File: src/rtl/data_memory_bridge.sv
// -----------------------------------------------------------------------------
// data_memory_bridge
//
// Connects the processor's MEM-stage data-memory request to a variable-latency
// external word memory. Stores are posted into a small write buffer and retired
// in the background. Loads first drain the buffer, then issue a single read.
// The pipeline is stalled for loads and for stores that find the buffer full.
// Misaligned word accesses, and read+write together, are flagged as an exception
// and otherwise ignored.
//
// Ports:
//   clk, rst             rising-edge clock, asynchronous active-high reset
//   EX_MEM_MemRead       load request from the MEM stage
//   EX_MEM_MemWrite      store request from the MEM stage
//   DataMemoryAddress    byte address (must be word aligned)
//   DataMemoryWriteData  store data
//   DataMemoryReadData   registered load result, held until the next load
//   MemStall             freezes PC, IF/ID, ID/EX and EX/MEM while high
//   MisalignExc          combinational illegal-access flag
//   mem_req/mem_we       external request valid / write select
//   mem_addr, mem_wdata  external word address and write data
//   mem_ack, mem_rdata   external completion and read data
//   wb_count             write-buffer occupancy (0..WB_DEPTH)
// -----------------------------------------------------------------------------
module data_memory_bridge #(
    parameter int DATA_W   = 32,
    parameter int ADDR_W   = 32,
    parameter int WB_DEPTH = 4
) (
    input  logic                        clk,
    input  logic                        rst,
    input  logic                        EX_MEM_MemRead,
    input  logic                        EX_MEM_MemWrite,
    input  logic [ADDR_W-1:0]           DataMemoryAddress,
    input  logic [DATA_W-1:0]           DataMemoryWriteData,
    output logic [DATA_W-1:0]           DataMemoryReadData,
    output logic                        MemStall,
    output logic                        MisalignExc,
    output logic                        mem_req,
    output logic                        mem_we,
    output logic [ADDR_W-3:0]           mem_addr,
    output logic [DATA_W-1:0]           mem_wdata,
    input  logic                        mem_ack,
    input  logic [DATA_W-1:0]           mem_rdata,
    output logic [$clog2(WB_DEPTH):0]   wb_count
);

    localparam int PTR_W = $clog2(WB_DEPTH);
    localparam int CNT_W = PTR_W + 1;
    localparam int WA_W  = ADDR_W - 2;

    typedef enum logic [1:0] {
        IDLE    = 2'd0,
        DRAIN   = 2'd1,
        RD_REQ  = 2'd2,
        RD_DONE = 2'd3
    } state_t;

    // Current FSM state; kept as a named signal so it can be probed.
    state_t state;
    state_t state_n;

    // Write buffer storage and bookkeeping.
    logic [WA_W-1:0]   buf_addr [WB_DEPTH];
    logic [DATA_W-1:0] buf_data [WB_DEPTH];
    logic [PTR_W-1:0]  head;
    logic [PTR_W-1:0]  tail;
    logic [CNT_W-1:0]  count;

    // Request-side decode.
    logic              illegal;
    logic              load_ok;
    logic              store_ok;
    logic              full;
    logic [WA_W-1:0]   req_word;

    // Handshake events this cycle.
    logic              push;
    logic              pop;
    logic              rd_ack;

    // Buffer state after this cycle's pop/push.
    logic [CNT_W-1:0]  count_after_pop;
    logic [CNT_W-1:0]  count_n;
    logic [PTR_W-1:0]  head_n;

    // Next values of the registered request.
    logic              req_n;
    logic              we_n;
    logic [WA_W-1:0]   addr_n;
    logic [DATA_W-1:0] wdata_n;

    logic              stall_raw;

    assign illegal  = ((EX_MEM_MemRead || EX_MEM_MemWrite) && (DataMemoryAddress[1:0] != 2'b00))
                    || (EX_MEM_MemRead && EX_MEM_MemWrite);
    assign load_ok  = EX_MEM_MemRead  && !illegal;
    assign store_ok = EX_MEM_MemWrite && !illegal;
    assign req_word = DataMemoryAddress[ADDR_W-1:2];

    // Full is taken from the registered count, so a pop in the same cycle
    // does not let a waiting store in until the following cycle.
    assign full = (count == CNT_W'(WB_DEPTH));

    // Stores are only accepted in IDLE: in every other state the MEM-stage
    // inputs still belong to the load being serviced.
    assign push = (state == IDLE) && store_ok && !full;

    // External handshake: a request (mem_req with mem_we/mem_addr/mem_wdata)
    // is offered from a register and held unchanged until the memory answers
    // with mem_ack in some cycle where mem_req is high; that cycle completes
    // the transfer. mem_ack while mem_req is low carries no meaning.
    assign pop    = mem_req &&  mem_we && mem_ack;
    assign rd_ack = mem_req && !mem_we && mem_ack;

    assign count_after_pop = count - CNT_W'(pop);
    assign count_n         = count_after_pop + CNT_W'(push);
    assign head_n          = head + PTR_W'(pop);

    // Next-state and stall decode.
    always_comb begin
        state_n   = state;
        stall_raw = 1'b0;
        case (state)
            IDLE: begin
                if (load_ok) begin
                    stall_raw = 1'b1;
                    state_n   = (count != '0) ? DRAIN : RD_REQ;
                end else if (store_ok && full) begin
                    stall_raw = 1'b1;
                end
            end
            DRAIN: begin
                stall_raw = 1'b1;
                // Leave once the last buffered store is acknowledged; also
                // covers arriving here after the buffer already emptied.
                if ((count == '0) || (pop && (count == CNT_W'(1)))) begin
                    state_n = RD_REQ;
                end
            end
            RD_REQ: begin
                stall_raw = 1'b1;
                if (rd_ack) begin
                    state_n = RD_DONE;
                end
            end
            RD_DONE: begin
                state_n = IDLE;
            end
            default: begin
                state_n = IDLE;
            end
        endcase
    end

    // Next registered request. An outstanding request is frozen until its ack;
    // otherwise the next one is chosen from where the FSM and buffer will be
    // after this edge, so back-to-back transfers need no idle cycle.
    always_comb begin
        req_n   = mem_req;
        we_n    = mem_we;
        addr_n  = mem_addr;
        wdata_n = mem_wdata;
        if (!mem_req || mem_ack) begin
            req_n = 1'b0;
            we_n  = 1'b0;
            if (state_n == RD_REQ) begin
                req_n  = 1'b1;
                we_n   = 1'b0;
                addr_n = req_word;
            end else if (((state_n == IDLE) || (state_n == DRAIN)) && (count_n != '0)) begin
                req_n = 1'b1;
                we_n  = 1'b1;
                if (count_after_pop == '0) begin
                    // The entry being pushed this edge becomes the head; its
                    // storage is not written yet, so take it from the inputs.
                    addr_n  = req_word;
                    wdata_n = DataMemoryWriteData;
                end else begin
                    addr_n  = buf_addr[head_n];
                    wdata_n = buf_data[head_n];
                end
            end
        end
    end

    always_ff @(posedge clk or posedge rst) begin
        if (rst) begin
            state              <= IDLE;
            head               <= '0;
            tail               <= '0;
            count              <= '0;
            mem_req            <= 1'b0;
            mem_we             <= 1'b0;
            mem_addr           <= '0;
            mem_wdata          <= '0;
            DataMemoryReadData <= '0;
        end else begin
            state     <= state_n;
            head      <= head_n;
            count     <= count_n;
            mem_req   <= req_n;
            mem_we    <= we_n;
            mem_addr  <= addr_n;
            mem_wdata <= wdata_n;
            if (push) begin
                tail <= tail + PTR_W'(1);
            end
            if (rd_ack && (state == RD_REQ)) begin
                DataMemoryReadData <= mem_rdata;
            end
        end
    end

    // Buffer storage needs no reset: entries are only read once counted.
    always_ff @(posedge clk) begin
        if (push) begin
            buf_addr[tail] <= req_word;
            buf_data[tail] <= DataMemoryWriteData;
        end
    end

    assign MemStall    = stall_raw && !rst;
    assign MisalignExc = illegal   && !rst;
    assign wb_count    = count;

endmodule

File: config.mk
export PLATFORM = sky130hd
export DESIGN_NAME = data_memory_bridge
export DESIGN_NICKNAME = d
export VERILOG_FILES = /design/src/rtl/data_memory_bridge.sv
export SDC_FILE = /design/constraint.sdc
export NUM_CORES = 1
export LEC_CHECK = 0
export ABC_CLOCK_PERIOD_IN_PS = 8900
export BUFFER_PORTS_ARGS = -buffer_cell sky130_fd_sc_hd__buf_2
export CORE_MARGIN = 2
export CORE_UTILIZATION = 45
export CTS_BUF_LIST = sky130_fd_sc_hd__clkbuf_8 sky130_fd_sc_hd__clkbuf_16
export DETAILED_ROUTE_END_ITERATION = 10
export GPL_TIMING_DRIVEN = 1
export PLACE_DENSITY_LB_ADDON = 0.15
export SLEW_MARGIN = 20
export SYNTH_ARGS = -nofsm -noshare
export SYNTH_HDL_FRONTEND = slang
export SYNTH_SLANG_ARGS = --single-unit
File: constraint.sdc
create_clock -name clk -period 8.9 [get_ports clk]
set_clock_uncertainty 0.2 [all_clocks]
set_input_delay 0 -clock clk [delete_from_list [all_inputs] [get_ports clk]]
set_output_delay 0 -clock clk [all_outputs]
set_load 0.05 [all_outputs]
Yosys cells after proc, flatten, opt, wreduce, memory -nomap -nowiden
Memory sizes are Yosys's and may differ from the RTL's.
Index checks and enable logic that the tools add are counted.
{"block": "totals", "regBits": 105, "ramBits": 248, "in_bits": 101, "output_inout_bits": 101, "n_memories": 2}
{"block": "classes", "n_addsub": 4, "n_eq_ne": 7, "n_mux": 17, "bitwise": 1, "n_reduce_logical": 37}
{"name": "buf_data", "words": 4, "word_bits": 32, "read_ports": 1, "rd_ports_with_merged_regs": 0, "write_ports": 1, "line_no": "65", "text": "logic [DATA_W-1:0] buf_data [WB_DEPTH];"}
{"name": "buf_addr", "words": 4, "word_bits": 30, "read_ports": 1, "rd_ports_with_merged_regs": 0, "write_ports": 1, "line_no": "64", "text": "logic [WA_W-1:0] buf_addr [WB_DEPTH];"}
{"operator": "$mux W30", "n": 3}
{"operator": "$mux W32", "n": 1}
{"operator": "$logic_and A1 B1 Y1", "n": 16}
{"operator": "$mux W2", "n": 4}
{"operator": "$pmux W2 S4", "n": 1}
{"operator": "$mux W1", "n": 7}
{"operator": "$eq A2 B2 Y1 const B", "n": 3}
{"operator": "$logic_not A3 Y1", "n": 2}
{"operator": "$reduce_bool A3 Y1", "n": 2}
{"operator": "$logic_not A1 Y1", "n": 5}
{"operator": "$logic_or A1 B1 Y1", "n": 5}
{"operator": "$eq A2 B1 Y1 const B", "n": 2}
{"operator": "$logic_not A2 Y1", "n": 2}
{"operator": "$reduce_bool A2 Y1", "n": 2}
{"operator": "$add A3 B1 Y3", "n": 1}
{"operator": "$eq A3 B1 Y1 const B", "n": 1}
{"operator": "$eq A3 B3 Y1 const B", "n": 1}
{"operator": "$reduce_and A3 Y1", "n": 1}
{"operator": "$sub A3 B1 Y3", "n": 1}
{"operator": "$add A2 B1 Y2", "n": 1}
{"operator": "$add A2 B1 Y2 const B", "n": 1}
{"operator": "$pmux W1 S2", "n": 1}
{"operator": "$reduce_and A2 Y1", "n": 1}
{"operator": "$reduce_or A2 Y1", "n": 1}
{"operator": "$not A1 Y1", "n": 1}

Longest topological paths before layout
{"block": "depth", "depth_word": 12, "depth_mapped": 13, "mapped_depth_nobuf": 11}

Least setup slack after synthesis
OpenSTA, ideal clock, no wires.
{"block": "synth_path", "path_type": "register -> register", "startpoint": "register count[0] (netlist: wb_count[0])", "endpoint": "memory buf_addr[0][0] in the netlist's numbering (enable)", "arrival_ns": 2.743, "slack_ns": 5.531, "path_stages_with_launch": 4, "cell_sequence": "dfrtp_1 nor2_1 a21oi_1 and2_1"}
{"block": "synth_via", "elab_chain_len": 5}
{"element": "start, declared", "line_no": "68", "text": "logic [CNT_W-1:0] count;"}
{"element": "start signal, assigned", "line_no": "201", "text": "count <= count_n;"}
{"element": "$eq A3 B3 Y1", "line_no": "103", "text": "assign full = (count == CNT_W'(WB_DEPTH));"}
{"element": "$logic_not A1 Y1", "line_no": "107", "text": "assign push = (state == IDLE) && store_ok && !full;"}
{"element": "$logic_and A1 B1 Y1", "line_no": "107"}
{"element": "via push", "line_no": "78", "text": "logic push;"}
{"element": "$mux W1", "line_no": "217", "text": "if (push) begin"}
{"element": "$mux W1 (not written as such)", "line_no": "218", "text": "buf_addr[tail] <= req_word;"}
{"element": "end, declared", "line_no": "64"}
The timed path passes the listed nets, and every way through them passes these cells.

Worst setup path in the final report
{"block": "layout_path", "startpoint": "register state[0]", "endpoint": "register mem_addr[24]"}
{"block": "layout_via", "elab_chain_len": 8, "word_cells_on_any_way": 20, "classes_between": "add/sub: 1; eq/ne: 5; mux: 5; reduce/logical: 9"}
{"element": "start, declared", "line_no": "60", "text": "state_t state;"}
{"element": "start signal, assigned", "line_no": "199", "text": "state <= state_n;"}
{"element": "$logic_not A2 Y1", "line_no": "107"}
{"element": "$logic_and A1 B1 Y1 (2 in a row)", "line_no": "107"}
{"element": "via push", "line_no": "78"}
{"element": "$add A3 B1 Y3", "line_no": "117", "text": "assign count_n = count_after_pop + CNT_W'(push);"}
{"element": "via count_n[1]", "line_no": "84", "text": "logic [CNT_W-1:0] count_n;"}
{"element": "$reduce_bool A3 Y1", "line_no": "171", "text": "end else if (((state_n == IDLE) || (state_n == DRAIN)) && (count_n != '0)) begin"}
{"element": "$logic_and A1 B1 Y1", "line_no": "171"}
{"element": "$reduce_bool A2 Y1 (no source line)"}
{"element": "$reduce_and A2 Y1 (no source line)"}
{"element": "end signal, assigned", "line_no": "204", "text": "mem_addr <= addr_n;"}
{"element": "end, declared", "line_no": "41", "text": "output logic [ADDR_W-3:0] mem_addr,"}
The timed path passes the listed nets, and every way through them passes these cells.
A chain may end at the register's enable or synchronous reset.

==> results.tsv <==
metric	value	unit
status	complete, no violations	
synth_area	14100	sq um
yosys_warnings	0	
gr-total-overflow	0	
n_fill_cell	2366	
grt_pass1_vias	7975	
whs_path_depth	5	
ys_seq_area_share	71.7	%
hold_viol	0	
area_growth	26.2	%
cts_buffer_depth	3	
yosysUniqueCellTypes	38	
route.detailed.wl_per_inst	19.7	um
synth-seq-cells	353	
p_leak	6.92	nW
path_max_fanout	30	
worst_pin_slew	1040	ps
cp.arrival	4440	ps
regToRegSetupSlack	4650	ps
rr_worst_depth	12	
coreArea	30700	sq um
grt_max_degree	66	
ant_nets	0	
grt_pass1_wl	44.8	mm
cts_tree	yes	
setup_ws	4650	ps
initial_core_util	45.8	%
cts_sinks	353	
rsz0062_at_grt	no	
insertion_delay	510	ps
fin_crit_sh	47.8	%
fin_tns_setup	0	ps
crit_required	9090	ps
start_kind	flip-flop	
die_area	32700	sq um
dp_worst_setup_slack	5150	ps
ys.flop_type	edfxtp_1	
numCtsBuffers	39	
drt_first_pass_iters	4	
io-pin-count	202	
finalSetupViolCount	0	
synthCells	707	
hpwl	15.4	mm
place_area	15500	sq um
grt_usage	17.5	%
num_vias	7469	
die_height	181	um
max_cap_violations	0	
end_kind	flip-flop	
htree_levels	2	
vias_per_cell	5.15	
drcViolationCount	0	
antenna_found_initial	1	
critPathKind	reg2reg	
root_buffer	clkbuf_16	
max_freq	235	MHz
cellPowerDensity	388	nW/um^2
nNetsFinal	1139	
finalInstanceArea	17700	sq um
syn_nets	821	
cts_setup_buffers	0	
irDropWorstVdd	210	uV
synth-edff-count	248	
wirelength	28.5	mm
cts.clk_slew.worst_paths	60	ps
syn_area_per_cell	19.9	sq um
period_needed	4250	ps
slew_headroom	30.7	%
die_w	181	um
ys_async_sr_fraction	29.7	%
hp-class	in2reg	
rows	64	
portBuffers	201	
place_congestion	0.724	
report.final.slew_viol_count	0	
drive_gt1_share	40.9	%
drtIter0Drc	365	
metrics by stage:
step	hold slack, ps	std cells	total power [W]	utilization, %
finish	33.1	1449	0.00688	57.8
detailed placement	-69.7	1279	0.00539	50.6
global route	44.3	1449	0.00724	57.8
global placement	-63.5	1279	0.00536	50.6
floorplan	-101	707	0.00474	-
CTS	13.6	1448	0.00698	57.8
routing by layer:
metal,routed length (um),vias to the layer above,GRT usage [%]
met2,14200,200,29.8
met5,0,-,0
met1,12400,3822,23.2
li1,-,3404,-
met4,531,0,4.94
met3,1390,43,3.06
cells in the mapped netlist, drive strengths merged (2+ instances only):
| cell | n | area share (%) |
|---|---|---|
| edfxtp | 248 | 53 |
| dfrtp | 105 | 19 |
| mux2 | 92 | 9.0 |
| mux4 | 62 | 9.9 |
| nand2 | 36 | 0.96 |
| o21ai | 36 | 1.3 |
| mux2i | 33 | 2.3 |
| clkbuf | 20 | 0.53 |
| buf | 13 | 0.69 |
| ha | 13 | 1.2 |
| inv | 12 | 0.32 |
| and2 | 6 | 0.27 |
| a21oi | 4 | 0.17 |
| nor2 | 4 | 0.12 |
| xnor2 | 3 | 0.19 |
| a2bb2oi | 2 | 0.29 |
| and3 | 2 | 0.089 |
| nand4 | 2 | 0.089 |
area by class of cell:
type                       count  area, sq um  share of cell area, %
antenna                        1         2.50                 0.0141
clock buffer                  44         1040                   5.89
clock inverter                24          179                   1.01
inverter                      12         47.5                  0.268
multi-input combinational    309         3820                   21.5
sequential                   353        10100                   56.8
tap                          396          495                   2.79
timing repair buffer         310         2080                   11.7
what timing repair did:
| item | 4_1_cts | 5_1_grt |
|---|---|---|
| hold buffers | 101 | 0 |
| endpoints found under the hold margin | 394 | 0 |
| setup endpoints to repair | 0 | 0 |
| resized for setup | 0 | 0 |
kinds of logic (layout without fill, tap and decap cells):
| kind of cell | after synthesis | after routing | share of synthesized area [%] |
|---|---|---|---|
| simple gates | 57 | 57 | 1.92 |
| mux | 187 | 187 | 21.3 |
| buf+inv | 45 | 390 | 1.55 |
| fa+ha+maj | 13 | 13 | 1.16 |
| xor+xnor | 4 | 4 | 0.249 |
| other cells | 0 | 1 | 0 |
| compound gates | 48 | 48 | 2.21 |
| flops | 353 | 353 | 71.7 |
cell usage in the layout, fill, tap and decap left out, types with 3 or more instances in the layout:
cell type	count
inv_1	25
clkbuf_8	5
edfxtp_1	248
buf_2	201
dlygate4sd3_1	101
mux4_2	62
mux2_2	32
mux2i_1	33
o21ai_0	36
dfrtp_1	105
nand2_1	36
buf_4	8
ha_1	12
and2_4	4
mux2_4	60
clkbuf_16	39
xnor2_1	3
bufinv_16	3
a21oi_1	3
nor2_1	3
clkinv_2	4
worst max-delay path, cell delays in order (launching register included):
cell	delay, ps
dfrtp_1	400
inv_1	120
ha_1	300
nand4_1	110
dlygate4sd3_1	560
a21oi_1	500
ha_1	260
ha_1	240
or3_1	400
mux2i_1	290
nor2_4	40
buf_4	330
mux2_4	370
path summary, 6_finish.rpt:
path,from,end
max,state[0],mem_addr[24]
min,DataMemoryAddress[1],state[0]
max reg2reg,state[0],mem_addr[24]
min reg2reg,mem_wdata[25],mem_wdata[25]
max in group asynchronous,rst,mem_wdata[21]
min in group asynchronous,rst,DataMemoryReadData[0]
flip-flops by register name, indices dropped and copies added, names as in the netlist:
name / cells
DataMemoryReadData: 32
buf_addr: 120
buf_data: 128
head: 2
mem_addr: 30
mem_req: 1
mem_wdata: 32
mem_we: 1
state: 2
tail: 2
wb_count: 3
where the power goes:
part           internal (W)  switching, W
sequential          0.00204      0.000153
combinational       0.00133       0.00183
clock              0.000921      0.000613
No activity file was read; power rests on OpenSTA's default activity.
